--- src/rtl/glyph_band_decoder.sv ---
// Band-oriented 3x3 glyph decoder: fetches three row words per glyph from the
// image SRAM, decodes them to an 8-bit code and hands it out over valid/ready.
module glyph_band_decoder #(
  parameter int SRAM_DATA_WIDTH = 4,
  parameter int SRAM_ADDR_WIDTH = 10,
  parameter int DATA_WIDTH      = 8,
  parameter int ROW_STRIDE      = 40,
  parameter int SRAM_LATENCY    = 1,
  parameter int BAND_WIDTH      = 6
) (
  input  logic                       clk,
  input  logic                       rst_n,
  input  logic                       start,
  input  logic [DATA_WIDTH-1:0]      width,
  input  logic [BAND_WIDTH-1:0]      bands,
  input  logic [SRAM_DATA_WIDTH-1:0] SRAM_data,
  input  logic                       out_ready,
  output logic                       SRAM_enable,
  output logic [SRAM_ADDR_WIDTH-1:0] SRAM_addr,
  output logic                       valid,
  output logic [DATA_WIDTH-1:0]      out,
  output logic                       busy,
  output logic                       done
);

  localparam int AW = SRAM_ADDR_WIDTH + BAND_WIDTH + 2;

  typedef enum logic [2:0] {IDLE, FETCH, WAIT, EMIT, FIN} state_t;

  state_t                state_q, state_d;
  logic [1:0]            fetchIdx_q, fetchIdx_d;
  logic [1:0]            waitCnt_q, waitCnt_d;
  logic [DATA_WIDTH-1:0] col_q, col_d;
  logic [DATA_WIDTH-1:0] width_q, width_d;
  logic [BAND_WIDTH-1:0] band_q, band_d;
  logic [BAND_WIDTH-1:0] bands_q, bands_d;
  logic [2:0][2:0]       pix_q;

  // Read-return pipeline: entry 0 of the _d view is the read landing this cycle.
  logic [SRAM_LATENCY-1:0]      pipeValid_q;
  logic [SRAM_LATENCY:0]        pipeValid_d;
  logic [SRAM_LATENCY-1:0][1:0] pipeRow_q;
  logic [SRAM_LATENCY:0][1:0]   pipeRow_d;

  logic            fetchEn;
  logic            waitLast;
  logic [AW-1:0]   addrFull;
  logic [7:0]      code;

  assign fetchEn     = (state_q == FETCH);
  assign waitLast    = (waitCnt_q == 2'(SRAM_LATENCY - 1));
  assign pipeValid_d = {fetchEn, pipeValid_q};
  assign pipeRow_d   = {fetchIdx_q, pipeRow_q};

  always_ff @(posedge clk) begin
    if (!rst_n) begin
      state_q    <= IDLE;
      fetchIdx_q <= '0;
      waitCnt_q  <= '0;
      col_q      <= '0;
      width_q    <= '0;
      band_q     <= '0;
      bands_q    <= '0;
    end else begin
      state_q    <= state_d;
      fetchIdx_q <= fetchIdx_d;
      waitCnt_q  <= waitCnt_d;
      col_q      <= col_d;
      width_q    <= width_d;
      band_q     <= band_d;
      bands_q    <= bands_d;
    end
  end

  always_ff @(posedge clk) begin
    if (!rst_n) begin
      pipeValid_q <= '0;
      pipeRow_q   <= '0;
      pix_q       <= '0;
    end else begin
      pipeValid_q <= pipeValid_d[SRAM_LATENCY:1];
      pipeRow_q   <= pipeRow_d[SRAM_LATENCY:1];
      if (pipeValid_d[0]) begin
        pix_q[pipeRow_d[0]] <= SRAM_data[2:0];
      end
    end
  end

  always_comb begin
    state_d    = state_q;
    fetchIdx_d = fetchIdx_q;
    waitCnt_d  = waitCnt_q;
    col_d      = col_q;
    width_d    = width_q;
    band_d     = band_q;
    bands_d    = bands_q;
    unique case (state_q)
      IDLE: begin
        if (start) begin
          width_d    = width;
          bands_d    = bands;
          col_d      = '0;
          band_d     = '0;
          fetchIdx_d = '0;
          waitCnt_d  = '0;
          state_d    = (width == '0 || bands == '0) ? FIN : FETCH;
        end
      end
      FETCH: begin
        if (fetchIdx_q == 2'd2) begin
          fetchIdx_d = '0;
          waitCnt_d  = '0;
          state_d    = WAIT;
        end else begin
          fetchIdx_d = fetchIdx_q + 2'd1;
        end
      end
      WAIT: begin
        if (waitLast) begin
          state_d = EMIT;
        end else begin
          waitCnt_d = waitCnt_q + 2'd1;
        end
      end
      EMIT: begin
        // Columns advance fastest, then bands; the last glyph ends the job.
        if (out_ready) begin
          if (col_q != width_q - DATA_WIDTH'(1)) begin
            col_d   = col_q + DATA_WIDTH'(1);
            state_d = FETCH;
          end else begin
            col_d = '0;
            if (band_q != bands_q - BAND_WIDTH'(1)) begin
              band_d  = band_q + BAND_WIDTH'(1);
              state_d = FETCH;
            end else begin
              state_d = FIN;
            end
          end
        end
      end
      FIN: state_d = IDLE;
      default: state_d = IDLE;
    endcase
  end

  always_comb begin
    addrFull = AW'(band_q) * AW'(3 * ROW_STRIDE)
             + AW'(fetchIdx_q) * AW'(ROW_STRIDE)
             + AW'(col_q);
  end

  // Top-left pixel selects row-major or column-major bit ordering.
  always_comb begin
    if (pix_q[0][0]) begin
      code = {pix_q[1][0], pix_q[2][0], pix_q[0][1], pix_q[1][1],
              pix_q[2][1], pix_q[0][2], pix_q[1][2], pix_q[2][2]};
    end else begin
      code = {pix_q[0][1], pix_q[0][2], pix_q[1][0], pix_q[1][1],
              pix_q[1][2], pix_q[2][0], pix_q[2][1], pix_q[2][2]};
    end
  end

  assign SRAM_enable = fetchEn;
  assign SRAM_addr   = fetchEn ? addrFull[SRAM_ADDR_WIDTH-1:0] : '0;
  assign valid       = (state_q == EMIT);
  assign out         = valid ? DATA_WIDTH'(code) : '0;
  assign busy        = (state_q != IDLE);
  assign done        = (state_q == FIN);

  generate
    if (SRAM_DATA_WIDTH > 3) begin : gHighBits
      logic unusedHigh;
      assign unusedHigh = ^SRAM_data[SRAM_DATA_WIDTH-1:3];
    end
  endgenerate

endmodule
--- config.mk ---
export PLATFORM = sky130hd
export DESIGN_NAME = glyph_band_decoder
export DESIGN_NICKNAME = d
export VERILOG_FILES = /design/src/rtl/glyph_band_decoder.sv
export SDC_FILE = /design/constraint.sdc
export NUM_CORES = 1
export LEC_CHECK = 0
export BUFFER_PORTS_ARGS = -buffer_cell sky130_fd_sc_hd__buf_4
export CAP_MARGIN = 20
export CORE_MARGIN = 2
export CORE_UTILIZATION = 44
export CTS_CLUSTER_SIZE = 10
export DETAILED_ROUTE_END_ITERATION = 12
export GPL_TIMING_DRIVEN = 0
export MAX_ROUTING_LAYER = met4
export PLACE_DENSITY_LB_ADDON = 0.3
export SLEW_MARGIN = 20
export SYNTH_ARGS = -nofsm -noshare
export SYNTH_HDL_FRONTEND = slang
export SYNTH_SLANG_ARGS = --single-unit
--- constraint.sdc ---
create_clock -name clk -period 5.1 [get_ports clk]
set_input_delay 0.765 -clock clk [delete_from_list [all_inputs] [get_ports clk]]
set_output_delay 0.765 -clock clk [all_outputs]
set_load 0.005 [all_outputs]
==> run_results.csv <==
group,metric,value,unit
timing,layout_min_cycle_time,4800,ps
die,die_h,89.6,um
route,vias,2795,
clock_tree,htreeDepth,2,
worst_setup_path,cp-start-kind,"flop",
global_route,antenna_found_initial,0,
die,pin_count,44,
timing,tightest_slew,615,ps
worst_setup_path,critPathLaunch,"band_q[2]",
global_route,grt_max_degree,16,
worst_hold_path,min_to,"width_q[7]",
logic_synthesis,yosysUniqueCellTypes,54,
logic_synthesis,avgSynthCellArea,8.28,um2
place,gp_congestion,0.818,
timing,max_freq,0.209,GHz
route,wl,7250,um
logic_synthesis,syn_area,3220,um2
timing,grt_setup_unrepaired,"no",
timing,whs,476,ps
timing,fin_worst_skew,8.65,ps
worst_hold_path,min_delay_path_depth,2,
logic_synthesis,synth_area_leader_cell,"dfxtp_1",
clock_tree,cts_buffers,5,
logic_synthesis,synth_nets,443,
logic_synthesis,synth-edff-count,0,
worst_setup_path,r2r_slack,2430,ps
cells_and_area,layout-drive-gt1-share,13.9,%
run,drv_cap,0,
die,rows,31,
worst_setup_path,cp_common_cell,"fa_1",
worst_setup_path,path_class,"reg -> out",
timing,setup_tns,0,ps
timing,relSlewSlack,58.9,%
cells_and_area,fillCellCount,680,
timing,min_period_over_period,94.0,%
clock_tree,cts_tree,"built",
worst_hold_path,min-delay-start,"width_q[7]",
logic_synthesis,ys_ff_latch,47,
global_route,gr-total-overflow,0,
worst_setup_path,slowest_stage,"dfxtp_1",
logic_synthesis,yosysWarnings,0,
route,antenna_left,0,
die,placeableCoreArea,7180,um2
die,initial_core_util,44.9,%
place,dp_hpwl,5640,um
place,placed_cells,530,
worst_setup_path,worst_setup_path_end_kind,"output pin",
worst_setup_path,r2r_end,"band_q[4]",
global_route,track_usage,19.8,%
logic_synthesis,synth_top_area_share,29.2,%
timing,slew_violations,0,
logic_synthesis,synthArstFlopShare,0,%
route,drt_iter0_markers,110,
cells_and_area,fin_cells,538,
logic_synthesis,postSynthCellCount,389,
worst_hold_path,hold_class,"reg -> reg",
timing,hold_viol,0,
logic_synthesis,synthTopCellsByArea,"dfxtp_1, ha_1, fa_1",
pwr,p_per_area,228,nW/um2
worst_setup_path,cp.required,4340,ps
route,wl_per_cell,13.5,um
outcome,status,"complete, no violations",
route,avgViaCountPerCell,5.20,
clock_tree,clk_pin_slew,90,ps
cells_and_area,diodes,0,
route,drt_first_pass_iters,4,
clock_tree,clock-root-buffer,"clkbuf_8",
global_route,grt_pass1_wl,11900,um
clock_tree,clock-sinks,47,
clock_tree,insertion_delay,310,ps
die,die-area,8020,um2
cells_and_area,syn_to_final_growth,17.4,%
cells_and_area,final_util,52.7,%
logic_synthesis,ys.flop_type,"dfxtp_1",
pwr,p_leak,1.73,nW
pwr,power,0.863,mW
worst_setup_path,reg2reg_depth,9,
worst_setup_path,timing.rr.start,"width_q[0]",
worst_setup_path,critical_path.max_stage_delay,570,ps
route,drcViolationCount,0,
worst_setup_path,worstPathArrival,4030,ps
clock_tree,ctsLongestPathBuffers,2,
cells_and_area,final_nets,492,
worst_setup_path,crit_path_cell_trace,"fa_1 -> inv_1 -> fa_1 -> fa_1 -> fa_1 -> inv_1 -> ha_1 -> a21oi_1 -> o21bai_1 -> a21oi_1 -> xnor2_1 -> nor2_1 -> buf_4",
global_route,grt_pass1_vias,2618,
timing,setup_viol,0,
place,numPortBuffers,42,
worst_setup_path,crit_fanout,11,
die,die_w,89.6,um
logic_synthesis,synth-seq-area-share,29.2,%
pwr,irDropWorstVdd,0.000120,V
[per-stage QoR]
stage	cell area, um2	worst slack (ps)
finish	3780	305
global placement	3660	630
floorplan	3220	936
detailed placement	3660	545
CTS	3780	192
global route	3780	46.4
[per-layer routing]
layer	vias to the layer above	routed length (um)	share of wire [%]	track usage [%]
met5	-	0	0	-
met4	0	107	1.5	5.43
met3	8	347	4.8	3.05
met2	67	3410	47	32.2
met1	1301	3380	47	25.5
li1	1419	-	-	-
[report_power, final]
part           leakage [nW]  internal [mW]  total (mW)  switching (mW)
logic                  1.28         0.0688       0.164          0.0955
clock network        0.0618          0.161       0.298           0.137
registers             0.382          0.383       0.401          0.0175
total                  1.73          0.613       0.863           0.250
[cell usage after synthesis, types with 2 or more instances]
master and number:
nand2b_1 3, o21ai_0 4, a21o_1 3, mux2i_1 16, nor4_1 4, nor2_1 41, a211o_1 2, nand3_1 7
inv_1 39, nor3_1 9, or3_1 4, a31oi_1 7, o211ai_1 3, nor3b_1 2, o21ai_1 2, and3_1 16
clkbuf_1 10, or4_1 6, dfxtp_1 47, nand3b_1 3, fa_1 12, nor2b_1 2, xor2_1 14, a21oi_1 27
ha_1 20, nand2_1 36, nand4_1 2, o31ai_1 4, xnor2_1 19
[flip-flops by register name, indices dropped and copies added, names as in the netlist]
register,flops
fetchIdx_q,2
bands_q,6
col_q,8
width_q,8
band_q,6
pipeRow_q,2
waitCnt_q,2
pipeValid_q,1
pix_q,9
state_q,3
[final cells by class]
class	instances	area [um2]	area share (%)
Tap cell	99	124	3.27
Buffer	13	57.6	1.52
Timing Repair Buffer	42	315	8.34
Inverter	41	154	4.07
Multi-Input combinational cell	288	2070	54.7
Clock buffer	6	82.6	2.18
Clock inverter	2	38.8	1.03
Sequential cell	47	942	24.9
[cell families (layout without fill, tap and decap cells)]
kind of cell / Yosys count / in the layout / share of synthesized area [%]
AO/OA/AOI/OAI: 65 / 65 / 13.1
XOR/XNOR: 33 / 33 / 8.97
adder cells (fa/ha/maj): 32 / 32 / 15.2
buffers and inverters: 54 / 104 / 6.57
flip-flops: 47 / 47 / 29.2
multiplexers: 17 / 17 / 5.32
AND/OR/NAND/NOR: 141 / 141 / 21.6
[worst max-delay path, delay by kind of cell (launching register included)]
| kind | cells | cell delay, ps |
|---|---|---|
| compound gates | 3 | 480 |
| buf+inv | 3 | 260 |
| xor+xnor | 1 | 140 |
| simple gates | 1 | 50 |
| flops | 1 | 570 |
| fa+ha+maj | 5 | 2210 |
[layout by cell type (no fill, tap or decap), types with 14 or more instances in the layout]
cell type,Yosys,layout
nor2_1,41,41
xnor2_1,19,19
inv_1,39,39
ha_1,20,20
mux2i_1,16,16
and3_1,16,16
buf_4,0,42
xor2_1,14,14
a21oi_1,27,27
nand2_1,36,36
dfxtp_1,47,46
[how the worst max path moves through the flow]
| stage | endpoint | slack [ps] | cells after the start |
|---|---|---|---|
| floorplan | SRAM_addr[9] | 940 | 12 |
| global placement | SRAM_addr[9] | 630 | 13 |
| detailed placement | SRAM_addr[9] | 540 | 13 |
| CTS | SRAM_addr[9] | 190 | 13 |
| global route | SRAM_addr[9] | 50 | 13 |
| finish | SRAM_addr[9] | 300 | 13 |
[timing repair]
item	4_1_cts	5_1_grt
hold buffers	0	0
gates resized for setup	0	1
setup buffers	0	0
endpoints found under the setup margin	0	1
Note: power is estimated with default switching activity, not from simulation.
